===== config.mk =====
export PLATFORM = sky130hd
export DESIGN_NAME = scope_trigger_capture
export DESIGN_NICKNAME = d
export VERILOG_FILES = /design/src/rtl/scope_pkg.sv /design/src/rtl/scope_trig_detect.sv /design/src/rtl/scope_trigger_capture.sv
export SDC_FILE = /design/constraint.sdc
export NUM_CORES = 1
export LEC_CHECK = 0
export BUFFER_PORTS_ARGS = -buffer_cell sky130_fd_sc_hd__clkbuf_2
export CAP_MARGIN = 20
export CORE_MARGIN = 2
export CORE_UTILIZATION = 60
export DETAILED_ROUTE_END_ITERATION = 10
export GPL_TIMING_DRIVEN = 0
export PLACE_DENSITY = 0.92
export SLEW_MARGIN = 5
export SYNTH_ARGS = -nofsm -noshare
export SYNTH_HDL_FRONTEND = slang
export SYNTH_HIERARCHICAL = 1
export SYNTH_SLANG_ARGS = --single-unit

===== constraint.sdc =====
create_clock -name clk -period 9.5 [get_ports clk]
set_clock_uncertainty 0.05 [all_clocks]
set_input_delay 0.475 -clock clk [delete_from_list [all_inputs] [get_ports clk]]
set_output_delay 0.475 -clock clk [all_outputs]
set_load 0.05 [all_outputs]

===== src/rtl/scope_pkg.sv =====
// scope_pkg: shared FSM state type, default widths and trigger edge/mode encodings
package scope_pkg;
  typedef enum logic [1:0] {IDLE, WAIT_TRIG, CAPTURE, DONE} state_t;
  localparam int DEF_ADDR_W = 10;
  localparam int DEF_DATA_W = 8;
  localparam logic EDGE_RISE = 1'b0;
  localparam logic EDGE_FALL = 1'b1;
  localparam logic MODE_AUTO = 1'b0;
  localparam logic MODE_NORMAL = 1'b1;
endpackage


===== src/rtl/scope_trig_detect.sv =====
// scope_trig_detect: level-crossing detector over the decimated sample stream
// ports: clk/rst_n; clr drops the previous-sample history; tick qualifies cur;
//        level/trig_edge select the crossing; fire flags a crossing on this tick
module scope_trig_detect
  import scope_pkg::*;
#(
  parameter int DATA_W = DEF_DATA_W
)(
  input  logic              clk,
  input  logic              rst_n,
  input  logic              clr,
  input  logic              tick,
  input  logic [DATA_W-1:0] cur,
  input  logic [DATA_W-1:0] level,
  input  logic              trig_edge,
  output logic              fire
);
  logic [DATA_W-1:0] prev_q, prev_d;
  logic pv_q, pv_d;
  always_comb begin
    prev_d = tick ? cur : prev_q;
    pv_d = clr ? 1'b0 : tick ? 1'b1 : pv_q;
    fire = tick && pv_q && (trig_edge == EDGE_FALL ? (prev_q > level && cur <= level)
                                                   : (prev_q < level && cur >= level));
  end
  always_ff @(posedge clk or negedge rst_n)
    if (!rst_n) begin
      prev_q <= '0;
      pv_q <= 1'b0;
    end else begin
      prev_q <= prev_d;
      pv_q <= pv_d;
    end
endmodule


===== src/rtl/scope_trigger_capture.sv =====
// scope_trigger_capture: triggered, decimated frame capture into a ping-pong sample buffer
// ports: clk/rst_n; adc_data/adc_valid sample in; run, trig_level/edge/mode, decim config;
//        frame_sync display vsync; wr_addr/sample_data/wr_en buffer write port;
//        ram_sel displayed bank; trig_ok last frame truly triggered; busy not idle
module scope_trigger_capture
  import scope_pkg::*;
#(
  parameter int ADDR_W = DEF_ADDR_W,
  parameter int DATA_W = DEF_DATA_W,
  parameter int AUTO_TIMEOUT = 4096
)(
  input  logic              clk,
  input  logic              rst_n,
  input  logic [DATA_W-1:0] adc_data,
  input  logic              adc_valid,
  input  logic              run,
  input  logic [DATA_W-1:0] trig_level,
  input  logic              trig_edge,
  input  logic              trig_mode,
  input  logic [7:0]        decim,
  input  logic              frame_sync,
  output logic [ADDR_W-1:0] wr_addr,
  output logic [DATA_W-1:0] sample_data,
  output logic              wr_en,
  output logic              ram_sel,
  output logic              trig_ok,
  output logic              busy
);
  localparam int TW = $clog2(AUTO_TIMEOUT + 1);
  localparam logic [TW-1:0] T_LIM = TW'(AUTO_TIMEOUT - 1);
  state_t state_q, state_d;
  logic [7:0] decim_q, decim_d, dcnt_q, dcnt_d;
  logic [TW-1:0] tcnt_q, tcnt_d;
  logic [ADDR_W-1:0] acnt_q, acnt_d, wr_addr_q, wr_addr_d;
  logic [DATA_W-1:0] sample_q, sample_d;
  logic flag_q, flag_d, wr_en_q, wr_en_d, ram_sel_q, ram_sel_d, trig_ok_q, trig_ok_d;
  logic active, tick, fire, force_cap, start, swap;
  assign active = state_q == WAIT_TRIG || state_q == CAPTURE;
  assign tick = adc_valid && active && dcnt_q == decim_q;
  // tcnt saturates, so switching normal->auto after a long wait forces on the next tick
  assign force_cap = tick && trig_mode == MODE_AUTO && tcnt_q == T_LIM;
  assign start = state_q == WAIT_TRIG && run && (fire || force_cap);
  // the cycle showing the final write is still DONE, but a sync there must not swap
  assign swap = state_q == DONE && frame_sync && !wr_en_q;
  scope_trig_detect #(.DATA_W(DATA_W)) u_det (
    .clk(clk), .rst_n(rst_n), .clr(state_q != WAIT_TRIG), .tick(tick),
    .cur(adc_data), .level(trig_level), .trig_edge(trig_edge), .fire(fire)
  );
  always_comb begin
    state_d = state_q;
    decim_d = decim_q;
    dcnt_d = (adc_valid && active) ? (tick ? 8'd0 : dcnt_q + 8'd1) : dcnt_q;
    tcnt_d = state_q != WAIT_TRIG ? '0 : (tick && tcnt_q != T_LIM) ? tcnt_q + TW'(1) : tcnt_q;
    acnt_d = start ? ADDR_W'(1) : (state_q == CAPTURE && tick) ? acnt_q + ADDR_W'(1) : acnt_q;
    flag_d = start ? fire : flag_q;
    wr_en_d = start || (state_q == CAPTURE && tick);
    wr_addr_d = wr_en_d ? (start ? '0 : acnt_q) : wr_en_q ? wr_addr_q + ADDR_W'(1) : wr_addr_q;
    sample_d = wr_en_d ? adc_data : sample_q;
    ram_sel_d = ram_sel_q ^ swap;
    trig_ok_d = swap ? flag_q : trig_ok_q;
    unique case (state_q)
      IDLE: if (run) begin
        state_d = WAIT_TRIG;
        decim_d = decim;
        dcnt_d = 8'd0;
      end
      WAIT_TRIG: state_d = !run ? IDLE : start ? CAPTURE : WAIT_TRIG;
      CAPTURE: state_d = (tick && &acnt_q) ? DONE : CAPTURE;
      DONE: if (swap) begin
        state_d = run ? WAIT_TRIG : IDLE;
        decim_d = run ? decim : decim_q;
        dcnt_d = 8'd0;
      end
    endcase
  end
  always_ff @(posedge clk or negedge rst_n)
    if (!rst_n) begin
      state_q <= IDLE;
      decim_q <= 8'd0;
      dcnt_q <= 8'd0;
      tcnt_q <= '0;
      acnt_q <= '0;
      flag_q <= 1'b0;
      wr_en_q <= 1'b0;
      wr_addr_q <= '0;
      sample_q <= '0;
      ram_sel_q <= 1'b0;
      trig_ok_q <= 1'b0;
    end else begin
      state_q <= state_d;
      decim_q <= decim_d;
      dcnt_q <= dcnt_d;
      tcnt_q <= tcnt_d;
      acnt_q <= acnt_d;
      flag_q <= flag_d;
      wr_en_q <= wr_en_d;
      wr_addr_q <= wr_addr_d;
      sample_q <= sample_d;
      ram_sel_q <= ram_sel_d;
      trig_ok_q <= trig_ok_d;
    end
  assign wr_addr = wr_addr_q;
  assign sample_data = sample_q;
  assign wr_en = wr_en_q;
  assign ram_sel = ram_sel_q;
  assign trig_ok = trig_ok_q;
  assign busy = state_q != IDLE;
endmodule


Yosys cells after proc, flatten, opt, wreduce, memory -nomap -nowiden
Index checks and enable logic that the tools add are counted.

word-level totals
  flip-flop bits (word level) = 72
  input bits = 31
  output and inout port bits = 22
  word-level logic and storage cells = 86

operators by class
  add/sub/neg operators = 4
  order comparisons = 4
  eq/ne operators = 9
  mux-type cells = 25
  bitwise logic cells = 2
  reduce and logical (&&, ||, !) cells = 29

operators by type and width
  kind                                                                      number
  10-bit 2-to-1 mux                                                         5
  8-bit 2-to-1 mux                                                          6
  8-bit case mux with 2 select lines                                        2
  13-bit 2-to-1 mux                                                         2
  10-bit by 1-bit adder with 10-bit output (second input constant)          2
  1-bit logical AND                                                         15
  13-bit by 1-bit adder with 13-bit output (second input constant)          1
  13-bit by 12-bit equality test with 1-bit output (second input constant)  1
  13-bit by 12-bit != test with 1-bit output (second input constant)        1
  2-bit nonzero test                                                        6
  10-bit AND reduction                                                      1
  8-bit by 1-bit adder with 8-bit output (second input constant)            1
  8-bit equality test                                                       1
  8-bit >= comparator                                                       1
  8-bit greater-than comparator                                             1
  8-bit less-or-equal comparator                                            1
  8-bit less-than comparator                                                1
  2-bit 2-to-1 mux                                                          4
  2-bit case mux with 4 select lines                                        1
  1-bit 2-to-1 mux                                                          5
  2-bit equality test (second input constant)                               2
  2-bit != test (second input constant)                                     2
  2-bit AND reduction                                                       2
  1-bit logical OR                                                          3
  6 further kinds                                                           6

Logic depth before layout (Yosys ltp)
Gate-level depths: netlist of run 1.

  word-level depth = 11
  mapped depth = 15
  depth with buffers taken out = 14

Hierarchy
The synthesis of run 1 kept the hierarchy.

modules (own cells, without submodules)
  module                 times used  cells an instance  area each (µm²)  seq. area each (µm²)
  scope_trigger_capture  1           349                3450.8           1576.5
  scope_trig_detect      1           76                 740.7            225.2

Least setup slack after synthesis of run 1
Ideal clock, no wire load.

  kind = flip-flop to flip-flop
  from = reg state_q[0]
  to = reg sample_q[0], in the netlist sample_data[0]
  library setup time = 0.125 ns
  data arrival time = 2.964 ns
  required time = 9.325 ns
  slack = 6.361 ns
  stages on the path, launching flop included = 14
  buffers on the path = 3
  period minus slack after synthesis = 3.139 ns
  path through = dfrtp_1 > inv_1 > ha_1 > and2_1 > clkbuf_1 > nand2_1 > nor3_2 > buf_2 > o2111ai_1 > o21ai_2 > nand3_1 > clkbuf_1 > nand2_2 > mux2_2

on the way
  longest elaborated chain between the ends = 9
  elaborated cells between the ends (all ways) = 14
  classes of those cells = 2 x eq/ne; 12 x reduce/logical

ends and longest elaborated chain
  what                                                                                   line                         RTL
  from (decl)                                                                            scope_trigger_capture.sv:31  state_t state_q, state_d;
  from (signal assigned)                                                                 scope_trigger_capture.sv:90  state_q <= state_d;
  2-bit by 1-bit equality test with 1-bit output or 2-bit equality test (tied branches)  scope_trigger_capture.sv:38  assign active = state_q == WAIT_TRIG || state_q == CAPTURE;
  1-bit logical OR (*)                                                                   scope_trigger_capture.sv:38
  1-bit logical AND (*) (2 in a row)                                                     scope_trigger_capture.sv:39  assign tick = adc_valid && active && dcnt_q == decim_q;
  named net tick                                                                         scope_trigger_capture.sv:37  logic active, tick, fire, force_cap, start, swap;
  1-bit logical AND (*) (2 in a row)                                                     scope_trig_detect.sv:23      fire = tick && pv_q && (trig_edge == EDGE_FALL ? (prev_q > level && cur <= level)
  named net fire                                                                         scope_trigger_capture.sv:37
  1-bit logical OR (*)                                                                   scope_trigger_capture.sv:42  assign start = state_q == WAIT_TRIG && run && (fire || force_cap);
  1-bit logical AND (*)                                                                  scope_trigger_capture.sv:42
  1-bit logical OR (*)                                                                   scope_trigger_capture.sv:56  wr_en_d = start || (state_q == CAPTURE && tick);
  named net wr_en_d                                                                      scope_trigger_capture.sv:36  logic flag_q, flag_d, wr_en_q, wr_en_d, ram_sel_q, ram_sel_d, trig_ok_q, trig_ok_d;
  to (signal assigned)                                                                   scope_trigger_capture.sv:98  sample_q <= sample_d;
  to (decl)                                                                              scope_trigger_capture.sv:35  logic [DATA_W-1:0] sample_q, sample_d;

The timed path passes the listed nets; every way through them passes the cells marked *.
A chain may end at the register's enable or synchronous reset.

Worst setup path in the final report of run 1
  from = reg state_q[0]
  to = reg sample_q[2], in the netlist sample_data[2]

Same word-level chain as after synthesis.

==> results by group, run 1 <==
Status
  – Status: finished, final reports clean

STA
  – Worst rel slew slack: 32.42%
  – Endpoints failing setup: 0
  – Final hold viol count: 0
  – FMAX: 0.2285 GHz
  – Fin crit share: 46.06%
  – Fin. max-slew vios: 0
  – RSZ-0062 raised after global routing: no
  – Setup TNS: 0 ps
  – Worst Hold Slack: 40.67 ps
  – Min Tclk post-route: 4376 ps
  – Worst Max-Slew Pin Slew: 1006 ps

Cells and area
  – Total Nets Final: 543
  – Layout area overhead: 13.31%
  – Post-Layout Cell Count: 586
  – Share of cells above drive strength 1: 21.84%
  – N_diodes: 0

Worst setup path
  – Worst r2r dst: sample_data[2]$_DFFE_PN0N_
  – CP endpoint kind: flop
  – Worst setup SP type: flop
  – Reg2Reg Depth: 13
  – Critical R2R Launch: state_q[0]$_DFFE_PN0P_
  – Crit path max fanout: 10
  – CP required: 9690 ps
  – CP Data Arrival Time: 4560 ps
  – R2R Setup Slk: 5120 ps
  – Classification of the worst setup path: reg -> reg

Pwr
  – Worst VDD drop: 0.1657 mV
  – P_leak: 0.002225 uW
  – Overall power: 846.9 uW
  – Pwr/cell area: 178.3 nW/um^2

Yosys
  – Synthesis Warnings: 6
  – Post-synth top area share: 42.99%
  – Asr flop ratio synth: 100.0%
  – Seq cells post-synth: 72
  – Ys flop type: dfrtp_1
  – Synth area leaders: dfrtp_1, ha_1, mux2_2
  – Gate count of the mapped netlist: 425
  – Syn Std Cell Area: 4192 um^2
  – Avg Cell Area, Syn: 9.862 um^2
  – Yosys cell types: 55
  – Dominant cell type by area after synthesis: dfrtp_1
  – Post-synth top cells: dfrtp_1, nand3_1, a21oi_1
  – Post-Syn Nets: 480
  – Cell with the most instances after synthesis: dfrtp_1
  – Seq/Total Area, Yosys: 42.99%
  – EDFF count, synth: 0

Clock tree
  – Root Buffer: clkbuf_8
  – CTS resizes: 0
  – # clock sinks: 72
  – CTS tree: done
  – Setup Fix Bufs, Post-CTS: 0
  – Htree depth: 3
  – Clock slew seen by the registers of the worst setup and hold paths: 70 ps
  – # hold bufs at CTS: 0
  – CTS buffer count: 9
  – Clk buf depth: 2
  – Clock latency on the worst-skew pair: 350 ps

Hold path
  – Worst min-delay path class: in -> async

Floorplan
  – Rows: 30
  – Core box area: 6794 um^2
  – I/O pin count: 53
  – Initial core utilization: 61.69%
  – Die X: 87.58 um
  – Die area: 7670 um^2
  – Die height: 87.58 um

Detailed routing
  – Detailed-route via count: 3788
  – Vias per inst: 6.464
  – Antenna viol nets, final: 0
  – Total wire length: 10.19 mm
  – Initial DRT Pass Iterations: 5
  – 1st-iter DRT viols: 313
  – Routed WL per cell: 17.38 um
  – DRC violation count after routing: 0

GRT
  – Pin count of the biggest net entering global routing: 42
  – Initial antenna violation count: 0
  – All-Layer GR Usage: 28.49%
  – GR Overflow Total: 0
  – Vias in the first global route: 3670
  – First-pass GRT wire length: 16.97 mm

Placed design
  – I/O Buffers: 51
  – Detailed placer's ending HPWL: 7.235 mm
  – Placed cell count: 573
  – Global placement routability congestion: 0.8901

Job
  – Max Cap Violations: 0
[cells by family (layout without fill, tap and decap cells)]
| logic type | after synthesis | count (layout) | synth area share (%) |
|---|---|---|---|
| and+or+nand+nor | 163 | 163 | 21.94 |
| AOI/OAI and AO/OA | 94 | 94 | 15.08 |
| DFF | 72 | 72 | 42.99 |
| buffers and inverters | 33 | 98 | 3.313 |
| adders and majority gates | 24 | 24 | 7.164 |
| muxes | 23 | 23 | 6.179 |
| xor gates and xnor gates | 16 | 16 | 3.343 |
[worst max path at each step]
stage / start / end / depth (start not counted)
5_1_grt: state_q[0]$_DFFE_PN0P_ / sample_data[2]$_DFFE_PN0N_ / 13
6_report: state_q[0]$_DFFE_PN0P_ / sample_data[2]$_DFFE_PN0N_ / 13
4_1_cts: state_q[0]$_DFFE_PN0P_ / sample_data[2]$_DFFE_PN0N_ / 13
3_5_place_dp: state_q[0]$_DFFE_PN0P_ / sample_data[2]$_DFFE_PN0N_ / 13
3_3_place_gp: state_q[0]$_DFFE_PN0P_ / sample_data[1]$_DFFE_PN0N_ / 13
2_1_floorplan: state_q[0]$_DFFE_PN0P_ / sample_data[0]$_DFFE_PN0N_ / 13
[layout by cell type, fill, tap and decap left out, drive strengths merged, types with 5 or more instances in the layout]
| cell type | synthesis | layout |
|---|---|---|
| o21ai | 19 | 19 |
| nand2b | 9 | 9 |
| inv | 18 | 18 |
| or4 | 8 | 8 |
| nor3 | 10 | 10 |
| dfrtp | 72 | 72 |
| a211oi | 7 | 7 |
| nor2 | 16 | 16 |
| a2bb2oi | 5 | 5 |
| or3 | 9 | 9 |
| buf | 5 | 6 |
| clkbuf | 10 | 73 |
| and4 | 5 | 5 |
| and2 | 5 | 5 |
| xnor2 | 12 | 12 |
| a41oi | 5 | 5 |
| nand4 | 16 | 16 |
| and3 | 7 | 7 |
| nand3 | 40 | 40 |
| nand2 | 25 | 25 |
| a21oi | 31 | 31 |
| ha | 24 | 24 |
| o31ai | 8 | 8 |
| mux2 | 23 | 23 |
[routing by layer]
layer | track usage (%) | vias up | routed length [um]
met5 | 0 | - | 0
met4 | 13.85 | 0 | 272
met3 | 3.393 | 32 | 678
met2 | 46.76 | 196 | 4997
met1 | 37.72 | 1850 | 4238
li1 | - | 1710 | -
[final cells by class]
cell class | count | area [um^2]
Buffer | 15 | 71.32
Clock buffer | 12 | 155.1
Clock inverter | 1 | 5.005
Fill cell | 503 | 2044
Inverter | 18 | 67.56
Multi-Input combinational cell | 320 | 2251
Sequential cell | 72 | 1802
Tap cell | 96 | 120.1
Timing Repair Buffer | 52 | 277.8
[state kept, by name, indices dropped and copies added, names as in the netlist, named ones only]
signal	cells
u_det/pv_q	1
wr_en	1
u_det/prev_q	8
sample_data	8
wr_addr	10
state_q	1
dcnt_q	8
trig_ok	1
ram_sel	1
flag_q	1
tcnt_q	13
acnt_q	10
decim_q	8
[stage by stage]
step,cell area [um^2],util (%),worst slack (ps)
after floorplan,4192,-,6361
after global placement,4567,67.22,5540
after detailed placement,4589,67.55,5364
after CTS,4750,69.91,5302
after global routing,4750,69.91,4918
final,4750,69.91,5124
[critical path, stage by stage, from the launching register on]
cell and delay [ps]:
dfrtp_1 460, inv_1 110, ha_1 330, and2_1 150, clkbuf_1 260, nand2_1 170, nor3_2 670, buf_2 390
o2111ai_1 180, o21ai_2 270, nand3_1 140, clkbuf_1 310, nand2_2 370, mux2_2 380
[where the power goes]
group,internal (uW),switching [uW],leakage (uW)
Sequential,351,37.5,0.000968
Combinational,96.7,150,0.00117
Clock,104,107,0.0000842
Total,552,295,0.00222
(Power assumes the default switching activity.)
==> run 2, diff against run 1 <==
- ABC_AREA: unset -> 1
- CORE_UTILIZATION: 60 -> 53
- PLACE_DENSITY: 0.92 -> 0.87
- clock period: 9.5 -> 3.7 ns (I/O delays scaled with it)
==> run 2 against run 1 <==
  * Sequential power up 140%
  * Global-route usage shrank 3.3 points
  * Highest routed layer unchanged
  * Setup slack worse by 4100 ps
==> results by group, run 2 <==
Placed design
  – I/O Buffers: 52
  – Detailed placer's ending HPWL: 7.759 mm
  – Global placement routability congestion: 0.9312

Clock tree
  – Htree depth: 3
  – CTS tree: done
  – Clock slew seen by the registers of the worst setup and hold paths: 80 ps
  – # clock sinks: 72
  – Clock latency on the worst-skew pair: 360 ps
  – Clk buf depth: 2
  – CTS buffer count: 9
  – Root Buffer: clkbuf_8

Pwr
  – Overall power: 2282 uW
  – P_leak: 0.002800 uW
  – Worst VDD drop: 0.2366 mV
  – Pwr/cell area: 447.0 nW/um^2

Yosys
  – Dominant cell type by area after synthesis: dfrtp_1
  – Post-Syn Nets: 651
  – EDFF count, synth: 0
  – Post-synth top area share: 40.70%
  – Seq cells post-synth: 72
  – Avg Cell Area, Syn: 7.427 um^2
  – Synthesis Warnings: 6
  – Ys flop type: dfrtp_1
  – Seq/Total Area, Yosys: 40.70%
  – Yosys cell types: 36
  – Post-synth top cells: nand2_1, inv_1, dfrtp_1
  – Syn Std Cell Area: 4427 um^2
  – Cell with the most instances after synthesis: nand2_1
  – Asr flop ratio synth: 100.0%
  – Synth area leaders: dfrtp_1, nand2_1, ha_1
  – Gate count of the mapped netlist: 596

Cells and area
  – FF/Latch Area: 1802 um^2
  – N_diodes: 0
  – Layout area overhead: 15.32%
  – Max reg flops: 13
  – Largest reg by FF count: tcnt_q
  – Share of cells above drive strength 1: 17.42%
  – Commonest non-fill, non-tap cell in the layout: nand2_1
  – Commonest non-fill, non-tap cells in the layout: nand2_1, inv_1, dfrtp_1
  – Total Nets Final: 716
  – Multi-input logic area: 2200 um^2
  – Filler cells: 715

STA
  – Fin crit share: 73.23%
  – Worst Max-Slew Pin Slew: 547.1 ps
  – Min Tclk post-route: 2709 ps
  – Worst rel slew slack: 63.52%
  – Final hold viol count: 0
  – RSZ-0062 raised after global routing: no
  – Fin. max-slew vios: 0
  – FMAX: 0.3691 GHz
  – Endpoints failing setup: 0
  – Setup TNS: 0 ps

Floorplan
  – Die area: 9099 um^2
  – Die X: 95.39 um
  – Initial core utilization: 54.15%
  – Core box area: 8175 um^2
  – Rows: 33
  – Die height: 95.39 um
  – I/O pin count: 53

GRT
  – All-Layer GR Usage: 25.16%
  – GR Overflow Total: 0
  – Initial antenna violation count: 0
  – Pin count of the biggest net entering global routing: 46
  – First-pass GRT wire length: 17.80 mm
  – Vias in the first global route: 4013

Detailed routing
  – Total wire length: 10.55 mm
  – Routed WL per cell: 13.69 um
  – DRC violation count after routing: 0
  – 1st-iter DRT viols: 261
  – WL met2: 5.237 mm
  – Vias per inst: 5.390
  – WL met1: 4.438 mm
  – WL met3: 576 um
  – Detailed-route via count: 4156
  – Antenna viol nets, final: 0
  – Initial DRT Pass Iterations: 7
  – Uppermost layer routed: met4

Hold path
  – Worst Hold Depth: 3
  – Worst min-delay path class: in -> reg
  – Hold path start: adc_data[0]
  – Hold EP: sample_data[0]$_DFFE_PN0N_

Worst setup path
  – Worst r2r dst: wr_addr[1]$_DFFE_PN0P_
  – CP max-delay cell: dfrtp_1
  – Classification of the worst setup path: reg -> reg
  – CP cell instances: inv_1, ha_1, nand2_2, inv_2, nand2_1, nor3_1, nand4_1, inv_1, nand2_1, inv_1, nand2_1, nor2_1, inv_1, nand2_2, nand2_4, buf_6, nand3_1, nand2_1, nand2_1, inv_1
  – Top delay family on crit path: simple AND/OR/NAND/NOR gates
  – Reg2Reg Depth: 20
  – CP Data Arrival Time: 2910 ps
  – Delay of the slowest cell on the worst path: 390 ps
  – Buf/Inv on CP: 7
  – Worst setup SP type: flop
  – Crit path max fanout: 10
  – CP endpoint kind: flop
  – R2R Setup Slk: 990 ps
  – CP required: 3900 ps

Job
  – Max Cap Violations: 0

Status
  – Status: finished, final reports clean
[run 2: final cells by class]
type | instances | share of cell area [%]
multi-input cells | 421 | 43.09
flip-flops and latches | 72 | 35.29
inverters | 91 | 6.716
repair buffers | 54 | 5.735
clock buffers | 11 | 2.966
well taps | 105 | 2.574
clock inverters | 5 | 2.010
plain buffers | 12 | 1.618
[run 2: kinds of logic (layout without fill, tap and decap cells)]
family	Yosys count	count (layout)	synth area share [%]
multiplexers	1	1	0.2544
AO/OA/AOI/OAI	60	60	7.321
XOR/XNOR	14	14	2.770
AND/OR/NAND/NOR	322	322	32.56
flip-flops	72	72	40.70
adder cells (fa/ha/maj)	24	24	6.784
buffers and inverters	103	173	9.610
[run 2: worst max-delay path by stage]
| stage | from | end | slack [ps] | cells after the start |
|---|---|---|---|---|
| after detailed placement | state_q[0]$_DFFE_PN0P_ | wr_addr[0]$_DFFE_PN0P_ | 1010 | 19 |
| after global placement | state_q[0]$_DFFE_PN0P_ | wr_addr[5]$_DFFE_PN0P_ | 1080 | 19 |
| after CTS | state_q[0]$_DFFE_PN0P_ | wr_addr[1]$_DFFE_PN0P_ | 1000 | 20 |
| after global routing | state_q[0]$_DFFE_PN0P_ | wr_addr[7]$_DFFE_PN0P_ | 640 | 19 |
| final | flop | wr_addr[1]$_DFFE_PN0P_ | 990 | 20 |
| after floorplan | state_q[0]$_DFFE_PN0P_ | wr_addr[5]$_DFFE_PN0P_ | 1400 | 20 |
[run 2: metal layers]
layer  global-route usage [%]  up-vias
met5                        0        -
met4                    12.14        0
met3                    3.557       29
met2                    42.37      160
met1                    31.83     1940
li1                         -     2027
[run 2: what timing repair did]
item | 4_1_cts | 5_1_grt
setup buffers | 0 | 0
hold buffers | 1 | 0
endpoints found under the hold margin | 27 | 0
resized for setup | 0 | 0
[run 2: worst min-delay path, stage by stage]
cell      delay (ps)
clkbuf_2         100
nand2_1           50
nand2_1           40
[run 2: where the power goes]
part           switching (uW)  internal (uW)
sequential               64.8            867
combinational             384            178
clock                     304            483
[run 2: through the flow]
stage                     worst slack (ps)  instances  instance area (um^2)  hold slack [ps]  utilization, %
after floorplan                       1401        596                  4427           -160.6               -
after global placement                1081        753                  4818            367.2           58.94
after detailed placement              1013        754                  4841            114.6           59.21
after CTS                             1003        771                  5105            4.635           62.44
after global routing                 635.9        771                  5105            22.28           62.44
final                                990.5        771                  5105            4.472           62.44
==> run 3, diff against run 2 <==
- clock period: 3.7 -> 2.3 ns (I/O delays scaled with it)
==> run 3 against run 2 <==
  * The flow now finishes with violations (negative setup slack)
  * Combinational power is 89% higher
  * Worst hold slack better by 110 ps
  * Cell area is 9.5% higher
  * Core utilization is 5.9 points higher
  * Global-route usage is 1.9 points higher
  * Setup slack worse by 1100 ps
  * Non-clock buffer count is 34 higher
  * Count of clock-buffer cells in the layout stayed put
  * Critical path depth is 1 lower
  * Sequential power is 61% higher
  * Final cell count is 4.5% higher
  * Register-to-register slack worse by 990 ps
  * Critical path type is now in -> reg
==> results by group, run 3 (same netlist as run 2, synthesis figures left out) <==
Worst setup path
  – CP required: 2500 ps
  – CP Data Arrival Time: 2580 ps
  – Reg2Reg Depth: 17
  – Crit path max fanout: 6
  – Worst r2r dst: wr_addr[1]$_DFFE_PN0P_
  – CP cell instances: dlygate4sd3_1, clkbuf_2, ha_1, nand2_1, inv_2, nand2_1, nand2_1, nand2_2, nand2_1, nand2_1, a21oi_2, nor2_4, inv_2, nand2_4, nand2_8, buf_6, nand4_1, nand2_1, inv_2
  – Buf/Inv on CP: 6
  – CP max-delay cell: dlygate4sd3_1
  – Classification of the worst setup path: in -> reg
  – Worst setup SP type: input pin
  – Cell repeated most along the worst path: nand2_1
  – R2R Setup Slk: 0 ps
  – Crit path depth: 19
  – Top delay family on crit path: buffers and inverters
  – Delay of the slowest cell on the worst path: 550 ps
  – CP endpoint kind: flop

GRT
  – Initial antenna violation count: 0
  – All-Layer GR Usage: 27.04%
  – Vias in the first global route: 4209
  – GR Overflow Total: 0
  – First-pass GRT wire length: 19.06 mm
  – Pin count of the biggest net entering global routing: 46

Hold path
  – Worst Hold Depth: 4
  – Hold path start: run
  – Hold EP: state_q[0]$_DFFE_PN0P_
  – Worst min-delay path class: in -> reg

Detailed routing
  – Initial DRT Pass Iterations: 6
  – Vias per inst: 5.552
  – Antenna viol nets, final: 0
  – 1st-iter DRT viols: 346
  – DRC violation count after routing: 0
  – Detailed-route via count: 4475
  – Routed WL per cell: 14.91 um
  – Total wire length: 12.02 mm

STA
  – FMAX: 0.4209 GHz
  – Min Tclk post-route: 2376 ps
  – Worst Max-Slew Pin Slew: 519.9 ps
  – Final worst slack: -76.07 ps
  – Fin. max-slew vios: 0
  – Fin crit share: 103.3%
  – Worst rel slew slack: 65.26%
  – Endpoints failing setup: 19
  – RSZ-0062 raised after global routing: yes
  – Setup TNS: -435.7 ps
  – Final hold viol count: 0

Floorplan
  – I/O pin count: 53
  – Initial core utilization: 54.15%
  – Die height: 95.39 um
  – Core box area: 8175 um^2
  – Die X: 95.39 um
  – Die area: 9099 um^2
  – Rows: 33

Placed design
  – Detailed placer's ending HPWL: 7.759 mm
  – Placed cell count: 754
  – Place WS: -387.0 ps
  – DP Area: 4841 um^2
  – I/O Buffers: 52
  – Global placement routability congestion: 0.9312

Clock tree
  – Clk buf depth: 2
  – # clock sinks: 72
  – Clock slew seen by the registers of the worst setup and hold paths: 80 ps
  – CTS buffer count: 9
  – Htree depth: 3
  – CTS tree: done
  – Clock latency on the worst-skew pair: 360 ps
  – Root Buffer: clkbuf_8

Job
  – Max Cap Violations: 0

Status
  – Failing checks: negative setup slack
  – Status: finished with violations

Cells and area
  – Total Nets Final: 751
  – FF/Latch Area: 1802 um^2
  – Filler cells: 637
  – Fin area: 5590 um^2
  – Max reg flops: 13
  – Largest reg by FF count: tcnt_q
  – Multi-input logic area: 2356 um^2
  – Commonest non-fill, non-tap cell in the layout: nand2_1
  – Commonest non-fill, non-tap cells in the layout: nand2_1, inv_1, dfrtp_1
  – Post-Layout Cell Count: 806
  – Layout area overhead: 26.29%
  – N_diodes: 0
  – Share of cells above drive strength 1: 23.97%

Pwr
  – Worst VDD drop: 0.3917 mV
  – P_leak: 0.002981 uW
  – Pwr/cell area: 686.3 nW/um^2
  – Overall power: 3836 uW
-- run 3: worst min-delay path, stage by stage --
cell and delay, ps:
clkbuf_2 120, a21oi_1 70, nand3_1 80, o21a_1 100
-- run 3: area by class of cell --
class | instances | area share, %
Buffer | 11 | 1.723
Clock buffer | 11 | 2.708
Clock inverter | 5 | 1.835
Inverter | 91 | 6.267
Multi-Input combinational cell | 422 | 42.14
Sequential cell | 72 | 32.23
Tap cell | 105 | 2.350
Timing Repair Buffer | 89 | 10.74
-- run 3: how the worst max path moves through the flow --
stage	from	endpoint	slack, ps
finish	adc_data[3]	wr_addr[1]$_DFFE_PN0P_	-80
floorplan	state_q[0]$_DFFE_PN0P_	wr_addr[5]$_DFFE_PN0P_	1
detailed placement	state_q[0]$_DFFE_PN0P_	wr_addr[0]$_DFFE_PN0P_	-390
global route	adc_data[3]	acnt_q[5]$_DFFE_PN0N_	-160
CTS	flop	wr_addr[1]$_DFFE_PN0P_	-40
global placement	state_q[0]$_DFFE_PN0P_	wr_addr[5]$_DFFE_PN0P_	-320
-- run 3: routing by layer --
layer | GRT usage, % | vias to the layer above | share of wire, %
met5 | 0 | - | 0
met2 | 47.54 | 205 | 51
met4 | 10.48 | 0 | 3.0
met3 | 4.822 | 37 | 6.7
li1 | - | 2109 | -
met1 | 32.96 | 2124 | 39
-- run 3: repair_timing --
item | in CTS | in global routing
endpoints found under the setup margin | 35 | 52
setup buffers | 9 | 7
resized for setup | 24 | 29
hold endpoints to repair | 51 | 0
hold buffers | 17 | 0
gates cloned | 3 | 1
pin swaps | 11 | 13
-- run 3: stage by stage --
step / utilization (%) / hold slack, ps
floorplan: - / -230.6
detailed placement: 59.21 / 44.57
CTS: 66.59 / 103.9
global route: 68.38 / 134.7
finish: 68.38 / 110.5
global placement: 58.94 / 297.2
-- run 3: report_power, final --
group | switching, uW | internal (uW)
Clock | 492 | 778
Sequential | 107 | 1400
Combinational | 684 | 380
